**src/rtl/hazard_pkg.sv**
```systemverilog
// Shared types and defaults for the pipeline hazard controller.
package hazard_pkg;

   typedef enum logic [0:0] {
      RUN      = 1'b0,
      LU_STALL = 1'b1
   } hz_state_e;

   localparam int unsigned LU_BUBBLES_DEF  = 1;
   localparam int unsigned MEM_TIMEOUT_DEF = 15;

   // Wait counter must hold MEM_TIMEOUT, and is never narrower than 4 bits.
   function automatic int unsigned wait_cnt_width(input int unsigned timeout);
      int unsigned w;
      w = $clog2(timeout + 1);
      return (w < 4) ? 4 : w;
   endfunction

endpackage

```
**src/rtl/sat_counter.sv**
```systemverilog
// Up-counter that sticks at all-ones instead of wrapping.
module sat_counter #(
   parameter int unsigned WIDTH = 32
) (
   input  logic             clk,
   input  logic             rst,
   input  logic             i_inc,
   input  logic             i_clr,
   output logic [WIDTH-1:0] o_cnt
);

   logic [WIDTH-1:0] r_cnt;

   always_ff @(posedge clk or posedge rst) begin
      if (rst) begin
         r_cnt <= '0;
      end else if (i_clr) begin
         r_cnt <= '0;
      end else if (i_inc && (r_cnt != '1)) begin
         r_cnt <= r_cnt + WIDTH'(1);
      end
   end

   assign o_cnt = r_cnt;

endmodule

```
**src/rtl/hazard_ctrl_unit.sv**
```systemverilog
// Stage write-enable / flush controller for the 5-stage core: load-use bubbles,
// EX redirects and data-memory waits with a sticky timeout flag.
module hazard_ctrl_unit
   import hazard_pkg::*;
#(
   parameter int unsigned REG_AW      = 5,
   parameter int unsigned LU_BUBBLES  = LU_BUBBLES_DEF,
   parameter int unsigned MEM_WAIT_EN = 1,
   parameter int unsigned MEM_TIMEOUT = MEM_TIMEOUT_DEF,
   parameter int unsigned CNT_W       = 32
) (
   input  logic              clk,
   input  logic              rst,
   input  logic [REG_AW-1:0] i_id_rs1,
   input  logic [REG_AW-1:0] i_id_rs2,
   input  logic              i_id_rs1_used,
   input  logic              i_id_rs2_used,
   input  logic [REG_AW-1:0] i_ex_rd,
   input  logic              i_ex_mem_read,
   input  logic              i_ex_redirect,
   input  logic              i_mem_req,
   input  logic              i_mem_ready,
   output logic              o_pc_we,
   output logic              o_ifid_we,
   output logic              o_idex_we,
   output logic              o_exmem_we,
   output logic              o_ifid_flush,
   output logic              o_idex_flush,
   output logic              o_memwb_flush,
   output logic              o_mem_err,
   output logic [CNT_W-1:0]  o_stall_cnt,
   output logic [CNT_W-1:0]  o_flush_cnt
);

   localparam int unsigned     WAIT_W     = wait_cnt_width(MEM_TIMEOUT);
   localparam logic [WAIT_W-1:0] TIMEOUT_M1 = WAIT_W'(MEM_TIMEOUT - 1);
   localparam logic [1:0]      LU_LOAD    = 2'(LU_BUBBLES - 1);

   hz_state_e         r_state, w_state_nxt;
   logic [1:0]        r_lu_cnt, w_lu_cnt_nxt;
   logic [WAIT_W-1:0] r_wait_cnt, w_wait_cnt_nxt;
   logic              r_mem_err, w_mem_err_nxt;

   logic w_rs1_hit, w_rs2_hit, w_load_use, w_mem_stall, w_redirect, w_lu_stall;

   always_comb begin
      w_rs1_hit   = i_id_rs1_used && (i_id_rs1 == i_ex_rd);
      w_rs2_hit   = i_id_rs2_used && (i_id_rs2 == i_ex_rd);
      w_load_use  = i_ex_mem_read && (i_ex_rd != '0) && (w_rs1_hit || w_rs2_hit);
      w_mem_stall = (MEM_WAIT_EN != 0) && i_mem_req && !i_mem_ready && !r_mem_err;
      w_redirect  = i_ex_redirect && !w_mem_stall;
      // In LU_STALL the bubble count alone decides; load_use is not re-evaluated.
      w_lu_stall  = !w_mem_stall && !i_ex_redirect &&
                    ((r_state == LU_STALL) || w_load_use);
   end

   always_comb begin
      o_pc_we       = 1'b1;
      o_ifid_we     = 1'b1;
      o_idex_we     = 1'b1;
      o_exmem_we    = 1'b1;
      o_ifid_flush  = 1'b0;
      o_idex_flush  = 1'b0;
      o_memwb_flush = 1'b0;
      if (rst) begin
         o_pc_we       = 1'b0;
         o_ifid_we     = 1'b0;
         o_idex_we     = 1'b0;
         o_exmem_we    = 1'b0;
         o_ifid_flush  = 1'b1;
         o_idex_flush  = 1'b1;
         o_memwb_flush = 1'b1;
      end else if (w_mem_stall) begin
         o_pc_we       = 1'b0;
         o_ifid_we     = 1'b0;
         o_idex_we     = 1'b0;
         o_exmem_we    = 1'b0;
         o_memwb_flush = 1'b1;
      end else if (w_redirect) begin
         o_ifid_flush = 1'b1;
         o_idex_flush = 1'b1;
      end else if (w_lu_stall) begin
         o_pc_we      = 1'b0;
         o_ifid_we    = 1'b0;
         o_idex_flush = 1'b1;
      end
   end

   always_comb begin
      w_state_nxt    = r_state;
      w_lu_cnt_nxt   = r_lu_cnt;
      w_wait_cnt_nxt = '0;
      w_mem_err_nxt  = r_mem_err;
      if (w_mem_stall) begin
         if (r_wait_cnt != '1) begin
            w_wait_cnt_nxt = r_wait_cnt + WAIT_W'(1);
         end else begin
            w_wait_cnt_nxt = r_wait_cnt;
         end
         if (r_wait_cnt >= TIMEOUT_M1) begin
            w_mem_err_nxt = 1'b1;
         end
      end else if (w_redirect) begin
         w_state_nxt  = RUN;
         w_lu_cnt_nxt = '0;
      end else if (r_state == LU_STALL) begin
         if (r_lu_cnt <= 2'd1) begin
            w_state_nxt  = RUN;
            w_lu_cnt_nxt = '0;
         end else begin
            w_lu_cnt_nxt = r_lu_cnt - 2'd1;
         end
      end else if (w_load_use && (LU_BUBBLES > 1)) begin
         w_state_nxt  = LU_STALL;
         w_lu_cnt_nxt = LU_LOAD;
      end
   end

   always_ff @(posedge clk or posedge rst) begin
      if (rst) begin
         r_state    <= RUN;
         r_lu_cnt   <= '0;
         r_wait_cnt <= '0;
         r_mem_err  <= 1'b0;
      end else begin
         r_state    <= w_state_nxt;
         r_lu_cnt   <= w_lu_cnt_nxt;
         r_wait_cnt <= w_wait_cnt_nxt;
         r_mem_err  <= w_mem_err_nxt;
      end
   end

   assign o_mem_err = r_mem_err;

   logic w_stall_inc;
   assign w_stall_inc = !o_pc_we && !rst;

   sat_counter #(
      .WIDTH (CNT_W)
   ) u_stall_cnt (
      .clk   (clk),
      .rst   (rst),
      .i_inc (w_stall_inc),
      .i_clr (1'b0),
      .o_cnt (o_stall_cnt)
   );

   sat_counter #(
      .WIDTH (CNT_W)
   ) u_flush_cnt (
      .clk   (clk),
      .rst   (rst),
      .i_inc (w_redirect),
      .i_clr (1'b0),
      .o_cnt (o_flush_cnt)
   );

endmodule
```
**config.mk**
```make
export PLATFORM = sky130hd
export DESIGN_NAME = hazard_ctrl_unit
export DESIGN_NICKNAME = d
export VERILOG_FILES = /design/src/rtl/hazard_pkg.sv /design/src/rtl/sat_counter.sv /design/src/rtl/hazard_ctrl_unit.sv
export SDC_FILE = /design/constraint.sdc
export NUM_CORES = 1
export LEC_CHECK = 0
export ABC_CLOCK_PERIOD_IN_PS = 2350
export BUFFER_PORTS_ARGS = -buffer_cell sky130_fd_sc_hd__buf_2
export CORE_UTILIZATION = 40
export DETAILED_ROUTE_END_ITERATION = 16
export PLACE_DENSITY = 0.63
export RECOVER_POWER = 100
export REMOVE_ABC_BUFFERS = 1
export SLEW_MARGIN = 40
export SYNTH_ARGS = -nofsm -noshare
export SYNTH_HDL_FRONTEND = slang
export SYNTH_HIERARCHICAL = 1
export SYNTH_SLANG_ARGS = --single-unit
```
**constraint.sdc**
```tcl
create_clock -name clk -period 2.35 [get_ports clk]
set_input_delay 0.235 -clock clk [delete_from_list [all_inputs] [get_ports clk]]
set_output_delay 0.235 -clock clk [all_outputs]
set_load 0.005 [all_outputs]
```
== Word level (Yosys, flattened, before mapping) ==
Index checks and enable logic that the tools add are counted.
W data, S select, Z words.
Storage, ports and cells
  input bits: 23
  word-level logic and storage cells: 66
  register bits after elaboration: 72
  output and inout bits: 72
Cells by class
  mux-type cells: 23
  $lt $le $gt $ge: 2
  bitwise gates (word level): 1
  equality and inequality tests: 6
  reduce and logical (&&, ||, !) cells: 24
  add/subtract/negate cells: 4
Operators by type and width (count)
  $add A32 B1 Y32 const B: 2
  $ne A32 B32 Y1 const B: 2
  $mux W1: 18
  $logic_and A1 B1 Y1: 12
  $eq A5 B5 Y1: 2
  $mux W4: 2
  $logic_not A1 Y1: 6
  $mux W2: 3
  $reduce_bool A5 Y1: 1
  $add A4 B1 Y4 const B: 1
  $ge A4 B4 Y1 const B: 1
  $ne A4 B4 Y1 const B: 1
  $reduce_and A2 Y1: 2
  $le A2 B1 Y1 const B: 1
  $logic_or A1 B1 Y1: 2
  $ne A2 B1 Y1 const B: 1
  $reduce_bool A2 Y1: 1
  $sub A2 B1 Y2 const B: 1
  $not A1 Y1: 1

== Depth between registers and ports, before layout ==
Gate-level depths: netlist of the first run.
  word-level depth: 13
  depth in mapped cells: 10
  mapped depth without buffers: 9

== By module ==
The synthesis of the first run kept the hierarchy.
By module, submodules not included
  sat_counter: area each 1740.4 µm², sequential area each 800.8 µm², cells an instance 186, instances 2
  hazard_ctrl_unit: area each 613.1 µm², sequential area each 200.2 µm², cells an instance 72, instances 1

== Worst setup path before layout of the first run ==
Ideal clock, no wire load.
  kind: flip-flop to flip-flop
  start point: register r_mem_err, in the netlist o_mem_err
  end point: register u_stall_cnt.r_cnt[19], in the netlist u_stall_cnt/o_cnt[19]
  period minus slack after synthesis: 2579 ps
  path buffers: 2
  stages on the path, launching flop included: 11
  data required time: 2273 ps
  library setup time: 77 ps
  path slack: -229 ps
  arrival time: 2502 ps
  cell sequence: dfrtp_1 or3b_1 buf_4 a21oi_1 a21o_1 nand4_1 nor3_1 o311ai_1 buf_2 or4_1 a21oi_1
On the way
  word-level cells in the longest chain between the ends: 12
  elaborated cells on any way between the ends: 13
  those cells by class: mux: 4; reduce/logical: 9
Ends and longest elaborated chain
  from (decl): line hazard_ctrl_unit.sv:42  | logic r_mem_err, w_mem_err_nxt;
  from (signal assigned): line hazard_ctrl_unit.sv:129  | r_mem_err <= w_mem_err_nxt;
  $logic_not A1 Y1 *: line hazard_ctrl_unit.sv:50  | w_mem_stall = (MEM_WAIT_EN != 0) && i_mem_req && !i_mem_ready && !r_mem_err;
  $logic_and A1 B1 Y1 *: line hazard_ctrl_unit.sv:50
  $logic_not A1 Y1: line hazard_ctrl_unit.sv:51, hazard_ctrl_unit.sv:53
  $logic_and A1 B1 Y1 (2 in a row): line hazard_ctrl_unit.sv:53  | w_lu_stall = !w_mem_stall && !i_ex_redirect &&
  $mux W1: line hazard_ctrl_unit.sv:82  | end else if (w_lu_stall) begin
  $mux W1: line hazard_ctrl_unit.sv:79  | end else if (w_redirect) begin
  $mux W1 *: line hazard_ctrl_unit.sv:73  | end else if (w_mem_stall) begin
  $mux W1 *: line hazard_ctrl_unit.sv:65  | if (rst) begin
  $logic_not A1 Y1 *: line hazard_ctrl_unit.sv:136  | assign w_stall_inc = !o_pc_we && !rst;
  $logic_and A1 B1 Y1 *: line hazard_ctrl_unit.sv:136
  named net w_stall_inc: line hazard_ctrl_unit.sv:135  | logic w_stall_inc;
  $logic_and A1 B1 Y1 *: line sat_counter.sv:19  | end else if (i_inc && (r_cnt != '1)) begin
  to (signal assigned): line sat_counter.sv:20  | r_cnt <= r_cnt + WIDTH'(1);
  to (decl): line sat_counter.sv:12  | logic [WIDTH-1:0] r_cnt;
The timed path passes the listed nets; every way through them passes the cells marked *.
A chain may end at the register's enable or synchronous reset.

== Final worst setup path of the first run ==
  start point: register r_mem_err, in the netlist o_mem_err
  end point: register u_stall_cnt.r_cnt[31], in the netlist u_stall_cnt/o_cnt[31]
The elaborated chain is that of the path after synthesis.

==> run_results.csv, run 1 <==
group,metric,value,unit
status,run_status,"finished, violations left",
status,violations,"setup timing",
routing,antenna_left,0,
synthesis,syn_avg_cell_area,9.22,um2
placement,hpwl,7960,um
synthesis,ys_seq_elements,72,
global_route,antenna_found_initial,0,
global_route,grt_max_degree,33,
critical_path,cp_max_fo,7,
clock_tree,cts_inserted_buffers,9,
critical_path,path_common_cell,"a21oi_2",
critical_path,timing.rr.end,"u_stall_cnt/o_cnt[31]$_DFFE_PP0P_",
critical_path,worstPathRequired,2.64,ns
layout,mostFrequentLayoutCells,"dfrtp_1 (72), buf_2 (64), clkbuf_1 (57)",
clock_tree,clk_pin_slew,0.08,ns
critical_path,r2r_start,"o_mem_err$_DFFE_PP0P_",
synthesis,synth_cells,444,
clock_tree,cts_root_buf,"clkbuf_8",
layout,final_cell_area,5470,um2
critical_path,end_kind,"register",
synthesis,ys_warn_count,6,
clock_tree,htreeDepth,3,
synthesis,synth.cell_area,4090,um2
layout,syn_to_final_growth,33.5,%
synthesis,synth_area_leader_cell,"dfrtp_1",
critical_path,start_kind,"register",
critical_path,critPathArrivalTime,2.69,ns
worst_hold_path,worstHoldPathCells,4,
critical_path,slowest_delay,0.49,ns
timing,hold_viol_final,0,
layout,drive_gt1_share,27.1,%
global_route,track_usage,21.6,%
timing,setup_ws,-0.0452,ns
routing,viasPerCell,5.65,
die,core.rowCount,36,
timing,setup_viol,5,
worst_hold_path,min_from,"i_mem_ready",
routing,wl_per_cell,14.8,um
routing,drt_iter0_markers,121,
die,chipWidth,103,um
timing,finalMaxSlewViolations,0,
die,io_pins,95,
flow_run,maxCapViolations,0,
clock_tree,clock_latency,0.36,ns
critical_path,r2r_cells,9,
worst_hold_path,worstHoldPathType,"primary input to register",
critical_path,crit_type,"register to register",
die,initial_core_util,41.5,%
routing,drcViolationCount,0,
synthesis,synth_ff_type,"dfrtp_1",
timing,period_needed,2.40,ns
clock_tree,cts_sinks,72,
synthesis,ys_seq_area_share,44.0,%
synthesis,ys_top_cells_by_area,"dfrtp_1 (44%), a21oi_1 (6.8%), o31ai_1 (5.5%)",
die,core-area,9860,um2
global_route,grt_pass1_vias,3885,
pwr,leakagePower,2.31,nW
synthesis,synth_top_area_share,44.0,%
global_route,grt_remaining_overflow,0,
critical_path,crit_slowest_cell,"or4_1",
layout,diodes,0,
timing,relSlewSlack,45.4,%
routing,wirelength,11300,um
synthesis,synth_edf_count,0,
layout,final_common_cell,"dfrtp_1",
clock_tree,clock_path_buffers,2,
synthesis,ys_types,49,
routing,dr.pass1.iters,4,
pwr,p_total,2.43,mW
layout,fin_util,55.4,%
placement,post_dp_cell_area,5190,um2
timing,fin_skew,0.00620,ns
pwr,vdd_ir_drop_max,0.198,mV
critical_path,r2r_slack,-0.05,ns
worst_hold_path,worstHoldEndpoint,"o_mem_err$_DFFE_PP0P_",
synthesis,postSynth.asyncResetShare,100,%
pwr,p_per_area,445,nW/um2
timing,rsz0062_at_grt,"yes",
timing,post-route-period-util,102,%
placement,io_buffers,94,
timing,maxClockFrequency,418,MHz
global_route,grt_pass1_wl,17800,um
die,dieArea,10600,um2
die,die_h,103,um
critical_path,crit_chain,"or3b_4 > a21oi_2 > a21o_1 > nand4_1 > nor3_2 > o311ai_2 > buf_4 > or4_1 > a21oi_2",
placement,dp_slack,-0.197,ns
layout,finalNetCount,650,
timing,tightest_slew,0.818,ns
clock_tree,tritoncts,"yes",
routing,vias,4300,
placement,place.gp.congestion,0.795,
## routing by layer
metal / track usage, % / vias to the layer above / wire, um
li1: - / 2060 / -
met1: 28.3 / 2105 / 5170
met2: 35.3 / 122 / 5440
met3: 4.68 / 13 / 518
met4: 8.02 / 0 / 168
met5: 0 / - / 0
## cell usage after synthesis (2+ instances only)
cell type and count:
a211oi_1 2, a21o_1 2, a21oi_1 56, and2_1 4, and3_1 6, and4_1 8, buf_2 2, buf_4 3
buf_6 2, clkbuf_1 8, dfrtp_1 72, ha_1 4, inv_1 19, mux2i_1 2, nand2_1 27, nand3_1 22
nand4_1 14, nand4_2 2, nor2_1 21, nor2b_1 2, nor3_1 4, nor4_1 6, o211a_1 2, o21ai_0 26
o21ba_2 2, o311ai_0 2, o311ai_1 2, o31a_1 2, o31ai_1 30, o41ai_1 2, o41ai_2 2, or3_1 24
or3_4 2, or4_1 29, or4_4 2, xnor2_1 15, xor2_1 2
## power breakdown
part	switching (mW)	leakage (nW)	internal (mW)
clock	0.463	0.103	0.546
combinational	0.104	1.20	0.0696
sequential	0.00525	1.00	1.24
## registers in the layout (all words and copies together) (netlist names)
register and cells:
o_mem_err 1, r_lu_cnt 2, r_state 1, r_wait_cnt 4
u_flush_cnt/o_cnt 32, u_stall_cnt/o_cnt 32
## metrics by stage
stage / hold WS [ns] / std cells / TNS, ns
2_1_floorplan: 0.0587 / 438 / -2.89
3_3_place_gp: 0.270 / 732 / -0.366
3_5_place_dp: 0.271 / 732 / -1.93
4_1_cts: 0.255 / 753 / -0.0373
5_1_grt: 0.288 / 761 / -2.40
6_report: 0.269 / 761 / -0.140
## worst max-delay path, delay by kind of cell, from the launching register on
family | cells | cell delay, ns
buf+inv | 1 | 0.19
compound gates | 4 | 0.56
simple gates | 4 | 1.20
flops | 1 | 0.38
## cells by family (layout without fill, tap and decap cells)
kind of cell | after synthesis | count (layout) | synth area share (%)
adder cells (fa/ha/maj) | 4 | 4 | 1.22
XOR/XNOR | 17 | 17 | 3.64
buffers and inverters | 34 | 208 | 3.82
other | 1 | 10 | 0.0916
flip-flops | 72 | 72 | 44.0
AO/OA/AOI/OAI | 136 | 136 | 20.9
AND/OR/NAND/NOR | 178 | 179 | 25.9
multiplexers | 2 | 2 | 0.489
## what timing repair did
item / 4_1_cts / 5_1_grt
gates cloned: 1 / 1
endpoints found under the setup margin: 21 / 34
setup buffers: 3 / 7
hold endpoints to repair: 8 / 0
gates resized for setup: 9 / 26
pin swaps: 14 / 11
hold buffers: 1 / 0
## final cells by class
cell class	instances	area, um2
fillers	945	4400
multi-input cells	348	2300
repair buffers	173	927
clock inverters	3	40.0
flip-flops and latches	72	1800
clock buffers	13	159
inverters	19	71.3
well taps	133	166
## worst max path at each step
| stage | startpoint | to | slack, ns | depth (start not counted) |
|---|---|---|---|---|
| final | o_mem_err$_DFFE_PP0P_ | u_stall_cnt/o_cnt[31]$_DFFE_PP0P_ | -0.05 | 9 |
| after global routing | o_mem_err$_DFFE_PP0P_ | u_stall_cnt/o_cnt[31]$_DFFE_PP0P_ | -0.19 | 9 |
| after CTS | o_mem_err$_DFFE_PP0P_ | u_stall_cnt/o_cnt[25]$_DFFE_PP0P_ | -0.02 | 9 |
| after detailed placement | i_ex_rd[4] | u_stall_cnt/o_cnt[27]$_DFFE_PP0P_ | -0.20 | 11 |
| after global placement | o_mem_err$_DFFE_PP0P_ | u_stall_cnt/o_cnt[27]$_DFFE_PP0P_ | -0.11 | 9 |
| after floorplan | o_mem_err$_DFFE_PP0P_ | u_stall_cnt/o_cnt[27]$_DFFE_PP0P_ | -0.37 | 8 |
No activity file was read; power rests on OpenSTA's default activity.
==> inputs of run 2 (changes only) <==
SKIP_LAST_GASP = 1   (was unset)
SLEW_MARGIN = unset   (was 40)
==> run 2 against run 1 <==
  * The run still ends with setup timing left
  * Utilization hardly changed
  * Clock skew is 0.0025 ns higher
  * First-iteration DRC count is 1.7% lower
  * Clock power hardly changed
  * Worst setup slack worse by 0.036 ns
  * Sequential share of layout area hardly changed
  * Routed wire length is 1.1% lower
  * Critical path type unchanged
  * Critical endpoint is now u_stall_cnt/o_cnt[25]$_DFFE_PP0P_
==> run_results.csv, run 2 (synthesis results as in run 1) <==
group,metric,value,unit
timing,finalMaxSlewViolations,0,
clock_tree,tritoncts,"yes",
critical_path,r2r_cells,9,
placement,place.gp.congestion,0.795,
timing,hold_ws,0.263,ns
clock_tree,clock_latency,0.36,ns
placement,hpwl,7950,um
worst_hold_path,worstHoldPathCells,4,
critical_path,start_kind,"register",
routing,dr.pass1.iters,4,
layout,mostFrequentLayoutCells,"dfrtp_1 (72), buf_2 (65), clkbuf_1 (51)",
global_route,grt_remaining_overflow,0,
placement,dp_slack,-0.178,ns
critical_path,r2r_start,"o_mem_err$_DFFE_PP0P_",
timing,tightest_slew,0.802,ns
status,run_status,"finished, violations left",
clock_tree,cts_root_buf,"clkbuf_8",
routing,drt_iter0_markers,119,
pwr,p_per_area,448,nW/um2
global_route,grt_pass1_wl,17800,um
routing,drcViolationCount,0,
routing,wl_per_cell,14.7,um
layout,final_cells,760,
timing,relSlewSlack,45.9,%
timing,hold_viol_final,0,
clock_tree,cts_sinks,72,
critical_path,r2r_slack,-0.08,ns
layout,drive_gt1_share,28.4,%
timing,post-route-period-util,103,%
critical_path,critPathArrivalTime,2.72,ns
worst_hold_path,worstHoldPathType,"primary input to register",
routing,wirelength,11200,um
die,core.rowCount,36,
worst_hold_path,worstHoldEndpoint,"o_mem_err$_DFFE_PP0P_",
global_route,track_usage,21.6,%
flow_run,maxCapViolations,0,
die,io_pins,95,
die,dieArea,10600,um2
critical_path,worstPathRequired,2.64,ns
die,die_h,103,um
critical_path,end_kind,"register",
pwr,leakagePower,2.31,nW
clock_tree,cts_inserted_buffers,9,
routing,viasPerCell,5.63,
critical_path,timing.rr.end,"u_stall_cnt/o_cnt[25]$_DFFE_PP0P_",
worst_hold_path,min_from,"i_mem_ready",
timing,period_needed,2.43,ns
clock_tree,htreeDepth,3,
layout,diodes,0,
layout,syn_to_final_growth,33.6,%
die,initial_core_util,41.5,%
layout,finalNetCount,649,
layout,final_common_cell,"dfrtp_1",
die,core-area,9860,um2
global_route,grt_pass1_vias,3837,
critical_path,cp_max_fo,13,
timing,setup_viol,14,
timing,setup_ws,-0.0807,ns
timing,fin_skew,0.00871,ns
status,violations,"setup timing",
timing,rsz0062_at_grt,"yes",
routing,vias,4277,
placement,io_buffers,94,
clock_tree,clock_path_buffers,2,
timing,maxClockFrequency,411,MHz
clock_tree,clk_pin_slew,0.07,ns
global_route,antenna_found_initial,0,
pwr,vdd_ir_drop_max,0.259,mV
die,chipWidth,103,um
pwr,p_total,2.45,mW
global_route,grt_max_degree,33,
routing,antenna_left,0,
placement,dp_cells,732,
critical_path,crit_type,"register to register",
run 2: changes by cell type in the layout (fill, tap and decap cells not counted), sizes merged:
cell      delta
buf          +6
clkbuf       -9
clkinvlp     +2
run 2: routing by layer:
| metal | global-route usage (%) | up-vias | wire length (um) |
|---|---|---|---|
| met5 | 0 | - | 0 |
| met4 | 8.56 | 0 | 163 |
| met3 | 4.34 | 13 | 526 |
| met2 | 34.6 | 113 | 5370 |
| met1 | 28.6 | 2087 | 5110 |
| li1 | - | 2064 | - |
run 2: power by group:
part	total, mW	internal, mW	switching (mW)	leakage (nW)
logic	0.173	0.0695	0.104	1.21
registers	1.25	1.24	0.00517	1.00
clock network	1.03	0.544	0.482	0.101
total	2.45	1.86	0.591	2.31
run 2: repair_timing:
item	CTS	global route
hold endpoints to repair	8	0
cloned	0	1
setup endpoints to repair	13	42
gates resized for setup	3	33
pin swaps	2	12
buffers inserted	4	6
hold buffers	1	0
run 2: per-stage QoR:
step	instance area, um2	TNS [ns]	util, %
5_1_grt	5470	-3.61	55.5
2_1_floorplan	4040	-2.89	-
6_report	5470	-0.514	55.5
3_3_place_gp	5180	-0.366	52.5
4_1_cts	5440	-0.125	55.1
3_5_place_dp	5180	-1.08	52.5
run 2: worst max-delay path by stage:
stage / from / to / slack (ns)
after floorplan: o_mem_err$_DFFE_PP0P_ / u_stall_cnt/o_cnt[27]$_DFFE_PP0P_ / -0.37
after global placement: o_mem_err$_DFFE_PP0P_ / u_stall_cnt/o_cnt[27]$_DFFE_PP0P_ / -0.11
after detailed placement: i_ex_rd[4] / u_stall_cnt/o_cnt[25]$_DFFE_PP0P_ / -0.18
after CTS: o_mem_err$_DFFE_PP0P_ / u_stall_cnt/o_cnt[25]$_DFFE_PP0P_ / -0.04
after global routing: o_mem_err$_DFFE_PP0P_ / u_stall_cnt/o_cnt[27]$_DFFE_PP0P_ / -0.19
final: o_mem_err$_DFFE_PP0P_ / u_stall_cnt/o_cnt[25]$_DFFE_PP0P_ / -0.08
run 2: worst max-delay path: stages (launching register included):
cell	delay [ns]
dfrtp_1	0.38
or3b_4	0.41
a21oi_2	0.13
a21o_1	0.12
nand4_1	0.16
nor3_2	0.21
o311ai_1	0.13
buf_4	0.19
or4_1	0.49
a21oi_2	0.16
run 2: layout make-up:
| class | count | area [um2] |
|---|---|---|
| well taps | 133 | 166 |
| clock inverters | 5 | 55.1 |
| flip-flops and latches | 72 | 1800 |
| inverters | 19 | 71.3 |
| repair buffers | 172 | 922 |
| fillers | 932 | 4390 |
| clock buffers | 11 | 151 |
| multi-input cells | 348 | 2300 |
==> inputs of run 3 (changes only) <==
CAP_MARGIN = 10   (was unset)
MAX_ROUTING_LAYER = met4   (was unset)
RECOVER_POWER = unset   (was 100)
==> run 3 against run 2 <==
  * The run still ends with setup timing left
  * Sequential power about the same
  * Sequential share of layout area down 0.91 points
  * Largest cell class unchanged
  * Combinational power up 3%
  * Register-to-register slack about the same
  * Die area unchanged
  * Global-route usage up 0.67 points
  * Clock skew about the same
  * Clock power about the same
  * Design area up 2.8%
  * Utilization up 1.6 points
  * Flip-flop and latch count unchanged
==> run_results.csv, run 3 (synthesis results as in run 1) <==
group,metric,value,unit
global_route,grt_max_degree,33,
critical_path,crit_type,"register to register",
die,chipWidth,103,um
critical_path,end_kind,"register",
worst_hold_path,worstHoldPathType,"primary input to register",
routing,drt_iter0_markers,106,
die,initial_core_util,41.5,%
clock_tree,clock_path_buffers,2,
layout,syn_to_final_growth,37.4,%
layout,mostFrequentLayoutCells,"buf_2 (95), buf_4 (75), dfrtp_1 (72)",
critical_path,start_kind,"register",
timing,tightest_slew,0.766,ns
pwr,p_per_area,436,nW/um2
clock_tree,cts_inserted_buffers,9,
routing,drcViolationCount,0,
clock_tree,tritoncts,"yes",
flow_run,maxCapViolations,0,
critical_path,worstPathRequired,2.64,ns
critical_path,critPathArrivalTime,2.72,ns
clock_tree,cts_sinks,72,
timing,finalMaxSlewViolations,0,
clock_tree,cts_root_buf,"clkbuf_8",
die,core.rowCount,36,
global_route,antenna_found_initial,0,
critical_path,path_common_cell,"a21oi_2",
timing,relSlewSlack,48.4,%
global_route,grt_remaining_overflow,0,
die,core-area,9860,um2
layout,drive_gt1_share,37.2,%
layout,nFillCells,889,
routing,dr.pass1.iters,5,
routing,viasPerCell,5.64,
status,violations,"setup timing",
placement,post_dp_cell_area,5180,um2
routing,wirelength,11200,um
layout,final_common_cell,"buf_2",
timing,period_needed,2.43,ns
die,dieArea,10600,um2
timing,rsz0062_at_grt,"yes",
timing,maxClockFrequency,411,MHz
critical_path,slowest_delay,0.49,ns
placement,place.gp.congestion,0.806,
global_route,grt_pass1_vias,3841,
timing,final.setup.tns,-0.557,ns
timing,hold_viol_final,0,
timing,post-route-period-util,104,%
die,die_h,103,um
clock_tree,clock_latency,0.36,ns
placement,hpwl,7950,um
pwr,leakagePower,2.54,nW
pwr,p_total,2.45,mW
routing,wl_per_cell,14.7,um
clock_tree,htreeDepth,3,
global_route,track_usage,22.2,%
layout,finalNetCount,649,
timing,fin_skew,0.00906,ns
critical_path,cp_max_fo,13,
pwr,vdd_ir_drop_max,0.260,mV
die,io_pins,95,
status,run_status,"finished, violations left",
layout,diodes,0,
timing,setup_viol,13,
routing,antenna_left,0,
placement,io_buffers,94,
critical_path,crit_slowest_cell,"or4_1",
layout,final_cell_area,5630,um2
timing,setup_ws,-0.0840,ns
clock_tree,clk_pin_slew,0.07,ns
global_route,grt_pass1_wl,17800,um
routing,vias,4286,
critical_path,crit_chain,"or3b_4 > a21oi_2 > a21o_1 > nand4_1 > nor3_2 > o311ai_1 > buf_4 > or4_1 > a21oi_2",
-- run 3: cell types whose count changed in the layout (fill, tap and decap cells not counted), sizes merged --
cell	delta
buf	+59
clkbuf	-59
-- run 3: worst paths after layout --
check / startpoint / slack, ns / end / cells after the start
max reg2reg: o_mem_err$_DFFE_PP0P_ / -0.08 / u_stall_cnt/o_cnt[25]$_DFFE_PP0P_ / 9
min: i_mem_ready / 0.27 / o_mem_err$_DFFE_PP0P_ / 4
min reg2reg: r_lu_cnt[0]$_DFFE_PP0P_ / 0.50 / r_lu_cnt[0]$_DFFE_PP0P_ / 1
max in group asynchronous: rst / 1.46 / u_stall_cnt/o_cnt[30]$_DFFE_PP0P_ / 4
min in group asynchronous: rst / 0.45 / r_state$_DFFE_PP0N_ / 3
max: o_mem_err$_DFFE_PP0P_ / -0.08 / u_stall_cnt/o_cnt[25]$_DFFE_PP0P_ / 9
-- run 3: cell type report --
cell class	count	area, um2	area share (%)
Clock buffer	11	151	2.69
Clock inverter	5	55.1	0.979
Tap cell	133	166	2.96
Multi-Input combinational cell	348	2320	41.2
Timing Repair Buffer	172	1060	18.8
Inverter	19	71.3	1.27
Sequential cell	72	1800	32.0
-- run 3: metrics by stage --
stage / cells / hold slack, ns / utilization [%] / worst slack (ns)
global route: 760 / 0.281 / 57.0 / -0.186
detailed placement: 732 / 0.272 / 52.5 / -0.178
global placement: 732 / 0.270 / 52.5 / -0.105
floorplan: 438 / 0.0587 / - / -0.366
finish: 760 / 0.265 / 57.0 / -0.0840
CTS: 753 / 0.247 / 55.1 / -0.0353
-- run 3: power by group --
part           internal (mW)  total [mW]  switching, mW  leakage [nW]
combinational         0.0748       0.179          0.104          1.43
clock                  0.544        1.03          0.481         0.101
sequential              1.24        1.25        0.00531          1.00
total                   1.86        2.45          0.591          2.54
-- run 3: timing repair --
item / CTS / global route
pin swaps: 2 / 12
gates resized for setup: 3 / 33
endpoints found under the hold margin: 8 / 0
hold buffers: 1 / 0
gates cloned: 0 / 1
buffers inserted: 4 / 6
setup endpoints to repair: 13 / 42
-- run 3: per-layer routing --
metal	up-vias	routed length, um	GRT usage (%)	share of wire, %
met5	-	0	-	0
met1	2083	5140	28.7	46
met2	125	5380	34.6	48
li1	2065	-	-	-
met4	0	144	8.56	1.3
met3	13	537	4.20	4.8
-- run 3: critical path, delay by kind of cell (launching register included) --
| family | cells | cell delay (ns) |
|---|---|---|
| AOI/OAI and AO/OA | 4 | 0.53 |
| DFF | 1 | 0.38 |
| buffers and inverters | 1 | 0.19 |
| and+or+nand+nor | 4 | 1.27 |
